--- src/rtl/alu_seq_pkg.sv ---
// alu_seq_pkg: shared width, opcode and state types for the sequential ALU
package alu_seq_pkg;
  localparam int W = 8;
  localparam int MUL_CYCLES = W;
  typedef enum logic [2:0] {OP_ADD, OP_SUB, OP_AND, OP_OR, OP_XOR, OP_SHL, OP_ASR, OP_MUL} op_t;
  typedef enum logic {S_IDLE, S_MUL} state_t;
endpackage

--- src/rtl/alu_seq_if.sv ---
// alu_seq_if: control-unit side request (start/op/a/b) and ALU side result (z, load_ac, busy, flags)
interface alu_seq_if;
  import alu_seq_pkg::*;
  logic start;
  op_t op;
  logic [W-1:0] a;
  logic [W-1:0] b;
  logic [W-1:0] z;
  logic load_ac;
  logic busy;
  logic n_f;
  logic zero_f;
  logic v_f;
  modport master(output start, op, a, b, input z, load_ac, busy, n_f, zero_f, v_f);
  modport slave(input start, op, a, b, output z, load_ac, busy, n_f, zero_f, v_f);
endinterface

--- src/rtl/alu_seq_mul_iter.sv ---
// alu_seq_mul_iter: shift-add magnitude multiplier; load captures ma/mb, each step adds one multiplier bit, prod is the post-step value
module alu_seq_mul_iter
  import alu_seq_pkg::*;
(
  input  logic           clk,
  input  logic           rst,
  input  logic           load,
  input  logic           step,
  input  logic [W:0]     ma,
  input  logic [W:0]     mb,
  output logic [2*W-1:0] prod,
  output logic           done
);
  localparam int CW = $clog2(MUL_CYCLES);
  logic [2*W-1:0] acc, mc;
  logic [W:0] mp;
  logic [CW-1:0] cnt;
  // prod is combinational so the caller can commit the final step's sum on the same edge
  assign prod = acc + (mp[0] ? mc : '0);
  assign done = step && cnt == CW'(MUL_CYCLES - 1);
  always_ff @(posedge clk) begin
    if (rst || load) begin
      acc <= '0;
      mc <= rst ? '0 : {{(W-1){1'b0}}, ma};
      mp <= rst ? '0 : mb;
      cnt <= '0;
    end else if (step) begin
      acc <= prod;
      mc <= mc << 1;
      mp <= mp >> 1;
      cnt <= cnt + 1'b1;
    end
  end
endmodule

--- src/rtl/alu_seq.sv ---
// alu_seq: sequential ALU feeding AC; single-cycle add/sub/logic/shift, W-cycle MUL with busy, registered z/flags and load_ac strobe
module alu_seq
  import alu_seq_pkg::*;
(
  input  logic     clk,
  input  logic     reset,
  alu_seq_if.slave bus
);
  state_t state;
  logic sign, done, mul_go, commit, rv, nv;
  logic [W:0] ma, mb;
  logic [2*W-1:0] prod, p;
  logic [W-1:0] sum, dif, r, nz;
  // W+1-bit magnitudes so that -2^(W-1) is representable
  assign ma = bus.a[W-1] ? -{bus.a[W-1], bus.a} : {bus.a[W-1], bus.a};
  assign mb = bus.b[W-1] ? -{bus.b[W-1], bus.b} : {bus.b[W-1], bus.b};
  assign sum = bus.a + bus.b;
  assign dif = bus.a - bus.b;
  assign p = sign ? -prod : prod;
  assign mul_go = state == S_IDLE && bus.start && bus.op == OP_MUL;
  assign commit = state == S_IDLE ? bus.start && bus.op != OP_MUL : done;
  assign nz = state == S_MUL ? p[W-1:0] : r;
  // product overflows W bits unless the top W+1 bits are a pure sign extension
  assign nv = state == S_MUL ? ~(&p[2*W-1:W-1] | ~|p[2*W-1:W-1]) : rv;
  always_comb begin
    r = '0;
    rv = 1'b0;
    case (bus.op)
      OP_ADD: begin r = sum; rv = bus.a[W-1] == bus.b[W-1] && sum[W-1] != bus.a[W-1]; end
      OP_SUB: begin r = dif; rv = bus.a[W-1] != bus.b[W-1] && dif[W-1] != bus.a[W-1]; end
      OP_AND: r = bus.a & bus.b;
      OP_OR:  r = bus.a | bus.b;
      OP_XOR: r = bus.a ^ bus.b;
      OP_SHL: begin r = {bus.a[W-2:0], 1'b0}; rv = bus.a[W-1] ^ bus.a[W-2]; end
      OP_ASR: r = {bus.a[W-1], bus.a[W-1:1]};
      OP_MUL: r = '0;
    endcase
  end
  alu_seq_mul_iter u_mul (
    .clk(clk), .rst(reset), .load(mul_go), .step(state == S_MUL),
    .ma(ma), .mb(mb), .prod(prod), .done(done)
  );
  always_ff @(posedge clk) begin
    if (reset) begin
      state <= S_IDLE;
      sign <= 1'b0;
      bus.z <= '0;
      bus.load_ac <= 1'b0;
      bus.busy <= 1'b0;
      bus.n_f <= 1'b0;
      bus.zero_f <= 1'b0;
      bus.v_f <= 1'b0;
    end else begin
      bus.load_ac <= commit;
      if (commit) begin
        bus.z <= nz;
        bus.n_f <= nz[W-1];
        bus.zero_f <= nz == '0;
        bus.v_f <= nv;
      end
      if (mul_go) begin
        state <= S_MUL;
        bus.busy <= 1'b1;
        sign <= bus.a[W-1] ^ bus.b[W-1];
      end else if (done) begin
        state <= S_IDLE;
        bus.busy <= 1'b0;
      end
    end
  end
endmodule

--- src/flat_wrapper.sv ---
// flat-port wrapper written by rule: the top's interface ports become plain ports
module alu_seq_flat import alu_seq_pkg::*;
  (clk, reset, bus_start, bus_op, bus_a, bus_b, bus_z, bus_load_ac, bus_busy, bus_n_f, bus_zero_f, bus_v_f);
  alu_seq_if bus_i ();
  input  logic clk;
  input  logic reset;
  input wire logic [$bits(bus_i.start)-1:0] bus_start;
  input wire logic [$bits(bus_i.op)-1:0] bus_op;
  input wire logic [$bits(bus_i.a)-1:0] bus_a;
  input wire logic [$bits(bus_i.b)-1:0] bus_b;
  output wire logic [$bits(bus_i.z)-1:0] bus_z;
  output wire logic [$bits(bus_i.load_ac)-1:0] bus_load_ac;
  output wire logic [$bits(bus_i.busy)-1:0] bus_busy;
  output wire logic [$bits(bus_i.n_f)-1:0] bus_n_f;
  output wire logic [$bits(bus_i.zero_f)-1:0] bus_zero_f;
  output wire logic [$bits(bus_i.v_f)-1:0] bus_v_f;
  assign bus_i.start = bus_start;
  assign bus_i.op = bus_op;
  assign bus_i.a = bus_a;
  assign bus_i.b = bus_b;
  assign bus_z = bus_i.z;
  assign bus_load_ac = bus_i.load_ac;
  assign bus_busy = bus_i.busy;
  assign bus_n_f = bus_i.n_f;
  assign bus_zero_f = bus_i.zero_f;
  assign bus_v_f = bus_i.v_f;
  alu_seq u_core (.clk(clk), .reset(reset), .bus(bus_i));
endmodule
--- config.mk ---
export PLATFORM = sky130hd
export DESIGN_NAME = alu_seq_flat
export DESIGN_NICKNAME = d
export VERILOG_FILES = /design/src/rtl/alu_seq_pkg.sv /design/src/rtl/alu_seq_if.sv /design/src/rtl/alu_seq_mul_iter.sv /design/src/rtl/alu_seq.sv /design/src/flat_wrapper.sv
export SDC_FILE = /design/constraint.sdc
export NUM_CORES = 1
export LEC_CHECK = 0
export CORE_MARGIN = 5
export CORE_UTILIZATION = 40
export CTS_CLUSTER_DIAMETER = 80
export DETAILED_ROUTE_END_ITERATION = 8
export HOLD_SLACK_MARGIN = 0.02
export REMOVE_ABC_BUFFERS = 1
export SKIP_CTS_REPAIR_TIMING = 1
export SLEW_MARGIN = 20
export SYNTH_ARGS = -nofsm -noshare
export SYNTH_HDL_FRONTEND = slang
export SYNTH_HIERARCHICAL = 1
export SYNTH_SLANG_ARGS = --single-unit
--- constraint.sdc ---
create_clock -name clk -period 9.11 [get_ports clk]
set_clock_uncertainty 0.15 [all_clocks]
set_input_delay 1.822 -clock clk [delete_from_list [all_inputs] [get_ports clk]]
set_output_delay 1.822 -clock clk [all_outputs]
set_load 0.1 [all_outputs]
# Yosys cells after proc, flatten, opt, wreduce, memory -nomap -nowiden
# Cells that the tools add are included.
[word_totals]
reg_bits = 58
latch_bits = 0
ramBits = 0
rom_bits = 0
input_bits = 22
out_inout_bits = 13
elab_cells = 70
memories = 0
[op_classes]
addsub = 7
multipliers = 0
div_mod_pow = 0
magnitude_cmp = 0
n_eq_ne = 13
n_shift = 0
muxes = 17
bitwise = 8
reduce_logical = 14
[op_table]
columns = ["op", "count"]
rows = [
  ["$mux W16", 4],
  ["$pmux W8 S8", 1],
  ["$mux W9", 6],
  ["$neg A9 Y9", 2],
  ["$add A16 B16 Y16", 1],
  ["$neg A16 Y16", 1],
  ["$eq A3 B3 Y1 const B", 5],
  ["$reduce_and A9 Y1", 1],
  ["$reduce_or A9 Y1", 1],
  ["$add A8 B8 Y8", 1],
  ["$and A8 B8 Y8", 1],
  ["$logic_not A8 Y1", 1],
  ["$mux W8", 1],
  ["$or A8 B8 Y8", 1],
  ["$sub A8 B8 Y8", 1],
  ["$xor A8 B8 Y8", 1],
  ["$eq A3 B2 Y1 const B", 2],
  ["$logic_and A1 B1 Y1", 6],
  ["$mux W1", 4],
  ["$reduce_bool A2 Y1", 2],
  ["$add A3 B1 Y3 const B", 1],
  ["$eq A3 B1 Y1 const B", 1],
  ["$logic_not A3 Y1", 1],
  ["$ne A1 B1 Y1", 3],
  ["other kinds (8)", 10],
]

# Depth between registers and ports, before layout
# Gate-level depths: netlist of run 1.
[depth]
ltp_word = 9
mapped_depth = 18
mapped_depth_nobuf = 15

# By module
# The synthesis of run 1 kept the hierarchy.
[by_module_without_submodules]
columns = ["module", "instances", "cells_each", "area_per_inst_um2", "seq_area_each_um2"]
rows = [
  ["alu_seq_mul_iter", 1, 278, 2808.9, 1131.1],
  ["alu_seq", 1, 399, 2770.2, 260.2],
]

# Worst setup path after synthesis of run 1
# Ideal clock, no wire load.
[synth_path]
path_type = "input -> register"
startpoint = "in bus_op[0]"
endpoint = "reg u_core.u_mul.mc[0] (enable)"
setup_time_ps = 382
t_arrival_ps = 3834
required_time_ps = 8578
path_slack_ps = 4744
cell_stages = 7
path_buffers = 3
cell_sequence = "clkbuf_1 -> clkbuf_1 -> nand3_1 -> nor3b_1 -> nor2_1 -> clkbuf_1 -> nand2_1"
[synth_via]
elab_chain_len = 4
[synth_rtl]
columns = ["item", "line", "rtl"]
rows = [
  ["from (decl)", "flat_wrapper.sv:8", "input wire logic [$bits(bus_i.op)-1:0] bus_op;"],
  ["$eq A3 B3 Y1", "alu_seq.sv:20", "assign mul_go = state == S_IDLE && bus.start && bus.op == OP_MUL;"],
  ["$logic_and A1 B1 Y1", "alu_seq.sv:20", ""],
  ["via u_core.mul_go", "alu_seq.sv:10", "logic sign, done, mul_go, commit, rv, nv;"],
  ["$logic_or A1 B1 Y1", "alu_seq_mul_iter.sv:22", "if (rst || load) begin"],
  ["$reduce_bool A2 Y1 (no source line)", "--", ""],
  ["to (signal assigned)", "alu_seq_mul_iter.sv:24", "mc <= rst ? '0 : {{(W-1){1'b0}}, ma};"],
  ["to (signal assigned)", "alu_seq_mul_iter.sv:29", "mc <= mc << 1;"],
  ["to (decl)", "alu_seq_mul_iter.sv:15", "logic [2*W-1:0] acc, mc;"],
]
# The timed path passes the listed nets, and every way through them passes these cells.
# A chain may end at the register's enable or synchronous reset.

# Worst setup path after layout of run 1
[layout_path]
startpoint = "in bus_op[1]"
endpoint = "reg u_core.u_mul.mp[4] (enable)"
[layout_via]
elab_chain_len = 4
[layout_rtl]
columns = ["item", "line", "rtl"]
rows = [
  ["$eq A3 B3 Y1", "alu_seq.sv:20", ""],
  ["$logic_and A1 B1 Y1", "alu_seq.sv:20", ""],
  ["via u_core.mul_go", "alu_seq.sv:10", ""],
  ["$logic_or A1 B1 Y1", "alu_seq_mul_iter.sv:22", ""],
  ["$reduce_bool A2 Y1 (no source line)", "--", ""],
  ["to (signal assigned)", "alu_seq_mul_iter.sv:25", "mp <= rst ? '0 : mb;"],
  ["to (signal assigned)", "alu_seq_mul_iter.sv:30", "mp <= mp >> 1;"],
  ["to (decl)", "alu_seq_mul_iter.sv:16", "logic [W:0] mp;"],
]
# The timed path passes the listed nets, and every way through them passes these cells.

==> results.yml, run 1 <==
outcome:
  status: "finished, final reports clean"
synthesis:
  synth-xor-area-share_pct: 5.65
  synth.most_common_cell: "nor2_1"
  synth_cells: 677
  synth_compound_area_share_pct: 21.1
  synth-seq-cells: 57
  synth_top_family_by_area: "simple AND/OR/NAND/NOR gates"
  synth_top_area_share_pct: 13.5
  yosysUniqueCellTypes: 83
  yosysSeqAreaShare_pct: 24.9
  synth_top_cell_by_area: "edfxtp_1"
  ys_warn_count: 6
  synthTopCellsByCount: "nor2_1, ha_1, nand2_1"
  synth_edf_count: 25
  synthMuxAreaShare_pct: 7.15
  syn-cell-area_sq_mm: 0.00558
  synth_fa_ha_area_share_pct: 10.9
  synthSimpleGateAreaFrac_pct: 24.2
  syn_avg_cell_area_sq_um: 8.24
  synth_ff_type: "dfxtp_1"
  ys_top_cells_by_area: "edfxtp_1, dfxtp_1, ha_1"
  async_reset_ff_share_pct: 0
min_path:
  min_delay_path_depth: 2
  hp-class: "reg2reg"
  hp-start: "u_core/bus.zero_f"
  holdPathEnd: "u_core/bus.zero_f"
detailed_routing:
  postRouteAntennaNets: 0
  post_drt_wl_per_cell_um: 17.5
  firstDrtPassIters: 6
  drc_errors: 0
  drtIter0Drc: 591
  num_vias: 5116
  routed_via_density: 5.87
  drt_wl_total_mm: 15.3
clocking:
  cts.sinks: 57
  h-tree-depth: 3
  clockRootBuffer: "clkbuf_16"
  clock_path_buffers: 2
  cts_tree: "yes"
  numCtsBuffers: 9
  clock_latency_ns: 0.34
  clkSlewWorstSetupHoldPaths_ns: 0.05
setup_path:
  max_stage_delay_ns: 0.87
  cp.arrival_ns: 4.96
  crit_path_top_delay_cell: "clkdlybuf4s50_1"
  path_cells: "clkdlybuf4s50_1 -> nand3_1 -> nor3b_2 -> buf_4 -> nor2_1 -> nand2_1"
  cp-end-kind: "flip-flop"
  regToRegEndpoint: "u_core/bus.v_f"
  reg2reg_setup_slack_ns: 4.38
  crit_buf_inv: 2
  crit_required_ns: 8.79
  critPathKind: "in2reg"
  r2r_cells: 14
  path_max_fanout: 25
  start_kind: "primary input"
  crit-reg2reg-launch: "u_core/u_mul/mp[0]"
  critPathTopFamily: "simple AND/OR/NAND/NOR gates"
floorplan:
  die_area_sq_mm: 0.0164
  die_h_um: 128
  coreArea_sq_mm: 0.0138
  die_w_um: 128
  initial_core_util_pct: 40.5
  ios: 35
  row_count: 43
finish:
  finalNonFillerCells: 871
  antenna_cells: 0
  layout.nets: 755
  drive_gt1_share_pct: 7.81
  n_fill_cell: 1369
  syn_to_final_growth_pct: 12.5
placed_design:
  place_inst: 855
  place_congestion: 0.907
  port_buffers: 34
  place_hpwl_mm: 11.6
timing:
  finalSetupTns_ns: 0
  fmax_ghz: 0.189
  rsz0062_at_grt: "false"
  fin_crit_sh_pct: 57.9
  setup_viol: 0
  tightest_slew_ns: 1.03
  slew_headroom_pct: 31.3
  drv_slew: 0
  layout_min_cycle_time_ns: 5.28
  hold_violations: 0
global_route:
  antenna_found_initial: 0
  grt_use_total_pct: 19.0
  overflow: 0
  grt_pass1_vias: 4946
  grt_pass1_wl_mm: 25.0
  grt_max_degree: 47
pwr:
  power_density_mw_per_mm2: 144
  p_leak_nw: 2.44
  ir_drop_v: 0.000159
run:
  drv_cap: 0
## state kept, by name, summed over array words and instances (netlist names)
register            flops
u_core/u_mul/acc       16
u_core/bus.v_f          1
u_core/bus.load_ac      1
u_core/u_mul/cnt        3
u_core/u_mul/mc        16
u_core/bus.z            8
u_core/bus.zero_f       1
u_core/u_mul/mp         9
u_core/sign             1
u_core/state            1
## layer usage
layer  share of wire [%]  GRT usage (%)  up-vias  routed length (um)
met5                   0              0        -                   0
met4                 2.2           5.74        0                 331
met3                 5.8           4.67       29                 889
met2                  44           29.2      172                6790
met1                  48           26.4     2441                7270
li1                    -              -     2474                   -
## stage by stage
stage / utilization, % / setup slack (ns) / hold slack (ns) / total power (W) / instance area, sq um
floorplan: - / 3.21 / 0.291 / 0.000470 / 5370
global placement: 43.3 / 3.68 / 0.302 / 0.000541 / 5970
detailed placement: 43.3 / 3.51 / 0.319 / 0.000545 / 5970
CTS: 45.6 / 3.87 / 0.327 / 0.000907 / 6280
global route: 45.6 / 3.56 / 0.345 / 0.000946 / 6280
finish: 45.6 / 3.83 / 0.317 / 0.000901 / 6280
## worst reg2reg max path, stage by stage, from the launching register on
cell and delay [ns]:
edfxtp_1 0.55, and2_1 0.23, ha_1 0.20, fa_1 0.45, a211oi_2 0.31, o21ai_1 0.14, a31oi_1 0.29, xnor2_1 0.29
or4_4 0.67, nor3_1 0.22, mux2_2 0.37, a221oi_1 0.35, a31oi_1 0.13, o31ai_1 0.12, o211ai_1 0.13
## how the worst max path moves through the flow
| stage | from | endpoint | slack, ns | depth (start not counted) |
|---|---|---|---|---|
| floorplan | bus_op[1] | u_core/u_mul/mc[0] | 3.21 | 4 |
| global placement | bus_op[1] | u_core/u_mul/mp[3] | 3.68 | 6 |
| detailed placement | bus_op[1] | u_core/u_mul/mp[4] | 3.51 | 6 |
| CTS | bus_op[1] | u_core/u_mul/mp[4] | 3.87 | 6 |
| global route | bus_op[1] | u_core/u_mul/mp[4] | 3.56 | 6 |
| finish | bus_op[1] | u_core/u_mul/mp[4] | 3.83 | 6 |
## where the power goes
part | leakage, nW | switching, W | internal, W
combinational | 1.77 | 0.000163 | 0.0000892
sequential | 0.520 | 0.00000808 | 0.000284
clock | 0.152 | 0.000119 | 0.000237
total | 2.44 | 0.000291 | 0.000610
## cell usage in the layout, fill, tap and decap left out, types with 5 or more instances in the layout
cell type        count
a21oi_1             38
nand2_1             43
and2_1              25
nand3_1             17
a211oi_1             6
nor3_1              18
a21o_1               7
nor2_1              75
o211ai_1             6
mux2i_1             32
nor2b_1              9
edfxtp_1            25
ha_1                44
mux2_2               5
o31ai_1             10
inv_1               33
dfxtp_1             31
o21ai_0             27
and3_1               5
clkdlybuf4s50_1     34
a31oi_1              8
clkbuf_16            9
or3_1               11
o21a_1               5
o21ai_1              5
nor4_1              11
xnor2_1             27
xor2_1               9
nand2b_1             9
## cell families (layout without fill, tap and decap cells)
kind of cell / Yosys count / after routing
fa+ha+maj: 47 / 47
mux: 38 / 38
xor+xnor: 36 / 36
simple gates: 256 / 256
other cells: 1 / 1
compound gates: 169 / 169
buf+inv: 73 / 87
flops: 57 / 57
## final cells by class
type                       count  area (sq um)  area share [%]
multi-input combinational    547          3860            61.5
sequential                    57          1390            22.2
timing repair buffer          37           363            5.78
clock buffer                  10           229            3.65
tap                          180           225            3.59
inverter                      34           128            2.03
clock inverter                 6          82.6            1.32
No activity file was read; power rests on OpenSTA's default activity.
==> inputs of run 2 (changes only) <==
- clock period: 9.11 -> 4.75 ns (I/O delays scaled with it)
==> results.yml, run 2 (synthesis gave the netlist of run 1 again) <==
floorplan:
  coreArea_sq_mm: 0.0138
  die_h_um: 128
  die_area_sq_mm: 0.0164
  row_count: 43
  initial_core_util_pct: 40.5
  ios: 35
  die_w_um: 128
timing:
  finalSetupTns_ns: 0
  tightest_slew_ns: 0.995
  hold_violations: 0
  slew_headroom_pct: 33.5
  fmax_ghz: 0.228
  fin_crit_sh_pct: 92.2
  layout_min_cycle_time_ns: 4.38
  rsz0062_at_grt: "false"
  setup_viol: 0
  drv_slew: 0
clocking:
  cts_tree: "yes"
  clkSlewWorstSetupHoldPaths_ns: 0.05
  clock_path_buffers: 2
  h-tree-depth: 3
  clockRootBuffer: "clkbuf_16"
  numCtsBuffers: 9
  cts.sinks: 57
  clock_latency_ns: 0.33
detailed_routing:
  num_vias: 5134
  drtIter0Drc: 403
  drt_wl_total_mm: 15.8
  postRouteAntennaNets: 0
  post_drt_wl_per_cell_um: 17.8
  drc_errors: 0
  routed_via_density: 5.79
  firstDrtPassIters: 5
placed_design:
  place_inst: 870
  port_buffers: 34
  place_hpwl_mm: 12.1
  place_congestion: 0.955
setup_path:
  reg2reg_setup_slack_ns: 0.37
  crit-reg2reg-launch: "u_core/u_mul/mp[0]"
  start_kind: "flip-flop"
  critPathKind: "reg2reg"
  regToRegEndpoint: "u_core/bus.v_f"
  cp.arrival_ns: 4.42
  path_max_fanout: 16
  crit_required_ns: 4.79
  cp-end-kind: "flip-flop"
  r2r_cells: 15
finish:
  largestRegisters: "u_core/u_mul/acc: 16 flops, u_core/u_mul/mc: 16 flops, u_core/u_mul/mp: 9 flops"
  antenna_cells: 0
  drive_gt1_share_pct: 9.77
  final_cell_mix: "nor2_1, ha_1, nand2_1"
  layout_commonest_cell: "nor2_1"
  syn_to_final_growth_pct: 14.1
  layout.nets: 770
  final_util_pct: 46.2
  finalNonFillerCells: 886
global_route:
  grt_use_total_pct: 19.4
  grt_pass1_wl_mm: 25.4
  antenna_found_initial: 0
  grt_pass1_vias: 4783
  overflow: 0
  grt_max_degree: 46
min_path:
  holdPathEnd: "u_core/bus.zero_f"
  hp-start: "u_core/bus.zero_f"
  min_delay_path_depth: 2
  hp-class: "reg2reg"
outcome:
  status: "finished, final reports clean"
pwr:
  ir_drop_v: 0.000221
  p_leak_nw: 2.51
  power_density_mw_per_mm2: 262
run:
  drv_cap: 0
## run 2: cell types whose count changed in the layout (fill, tap and decap cells not counted), sizes merged
cell | before | now
buf | 3 | 18
bufinv | 2 | 0
clkbuf | 10 | 13
clkinvlp | 1 | 0
## run 2: worst max path at each step
stage | start | end | slack (ns) | depth (start not counted)
finish | u_core/u_mul/mp[0] | u_core/bus.v_f | 0.37 | 15
global route | u_core/u_mul/mp[0] | u_core/bus.v_f | 0.1 | 15
CTS | u_core/u_mul/mp[0] | u_core/bus.v_f | 0.37 | 15
detailed placement | u_core/u_mul/mp[0] | u_core/bus.v_f | 0.43 | 15
global placement | u_core/u_mul/mp[0] | u_core/bus.v_f | 0.54 | 15
floorplan | u_core/state | u_core/u_mul/mc[0] | -0.59 | 3
## run 2: power by group
part	internal, W	switching [W]
clock	0.000392	0.000217
combinational	0.000180	0.000316
sequential	0.000544	0.0000165
total	0.00112	0.000550
## run 2: worst max-delay path, cell delays in order, from the launching register on
cell and delay, ns:
edfxtp_1 0.53, and2_1 0.21, ha_1 0.20, fa_1 0.44, a211oi_2 0.30, o21ai_1 0.14
a31oi_1 0.30, xnor2_1 0.13, buf_4 0.18, or3_1 0.41, nor2_1 0.15, nand2_1 0.07
o41a_1 0.34, o31a_1 0.25, o31ai_1 0.30, o211ai_1 0.13
## run 2: per-layer routing
layer | wire, um | global-route usage, % | share of wire [%] | vias up
met1 | 7460 | 27.0 | 47 | 2470
li1 | - | - | - | 2499
met5 | 0 | 0 | 0 | -
met3 | 696 | 3.46 | 4.4 | 11
met2 | 7510 | 31.5 | 47 | 154
met4 | 145 | 3.81 | 0.92 | 0
## run 2: layout make-up
type / count / area [sq um]
Clock buffer: 13 / 270
Clock inverter: 3 / 15.0
Fill cell: 1403 / 7410
Inverter: 34 / 128
Multi-Input combinational cell: 547 / 3860
Sequential cell: 57 / 1390
Tap cell: 180 / 225
Timing Repair Buffer: 52 / 475
## run 2: metrics by stage
stage / cell area [sq um] / hold WS (ns) / setup WS, ns / power, W
floorplan: 5370 / 0.291 / -0.595 / 0.000901
global placement: 6080 / 0.303 / 0.539 / 0.00106
detailed placement: 6080 / 0.312 / 0.428 / 0.00106
CTS: 6360 / 0.320 / 0.373 / 0.00168
global route: 6360 / 0.347 / 0.0973 / 0.00175
finish: 6360 / 0.319 / 0.369 / 0.00167
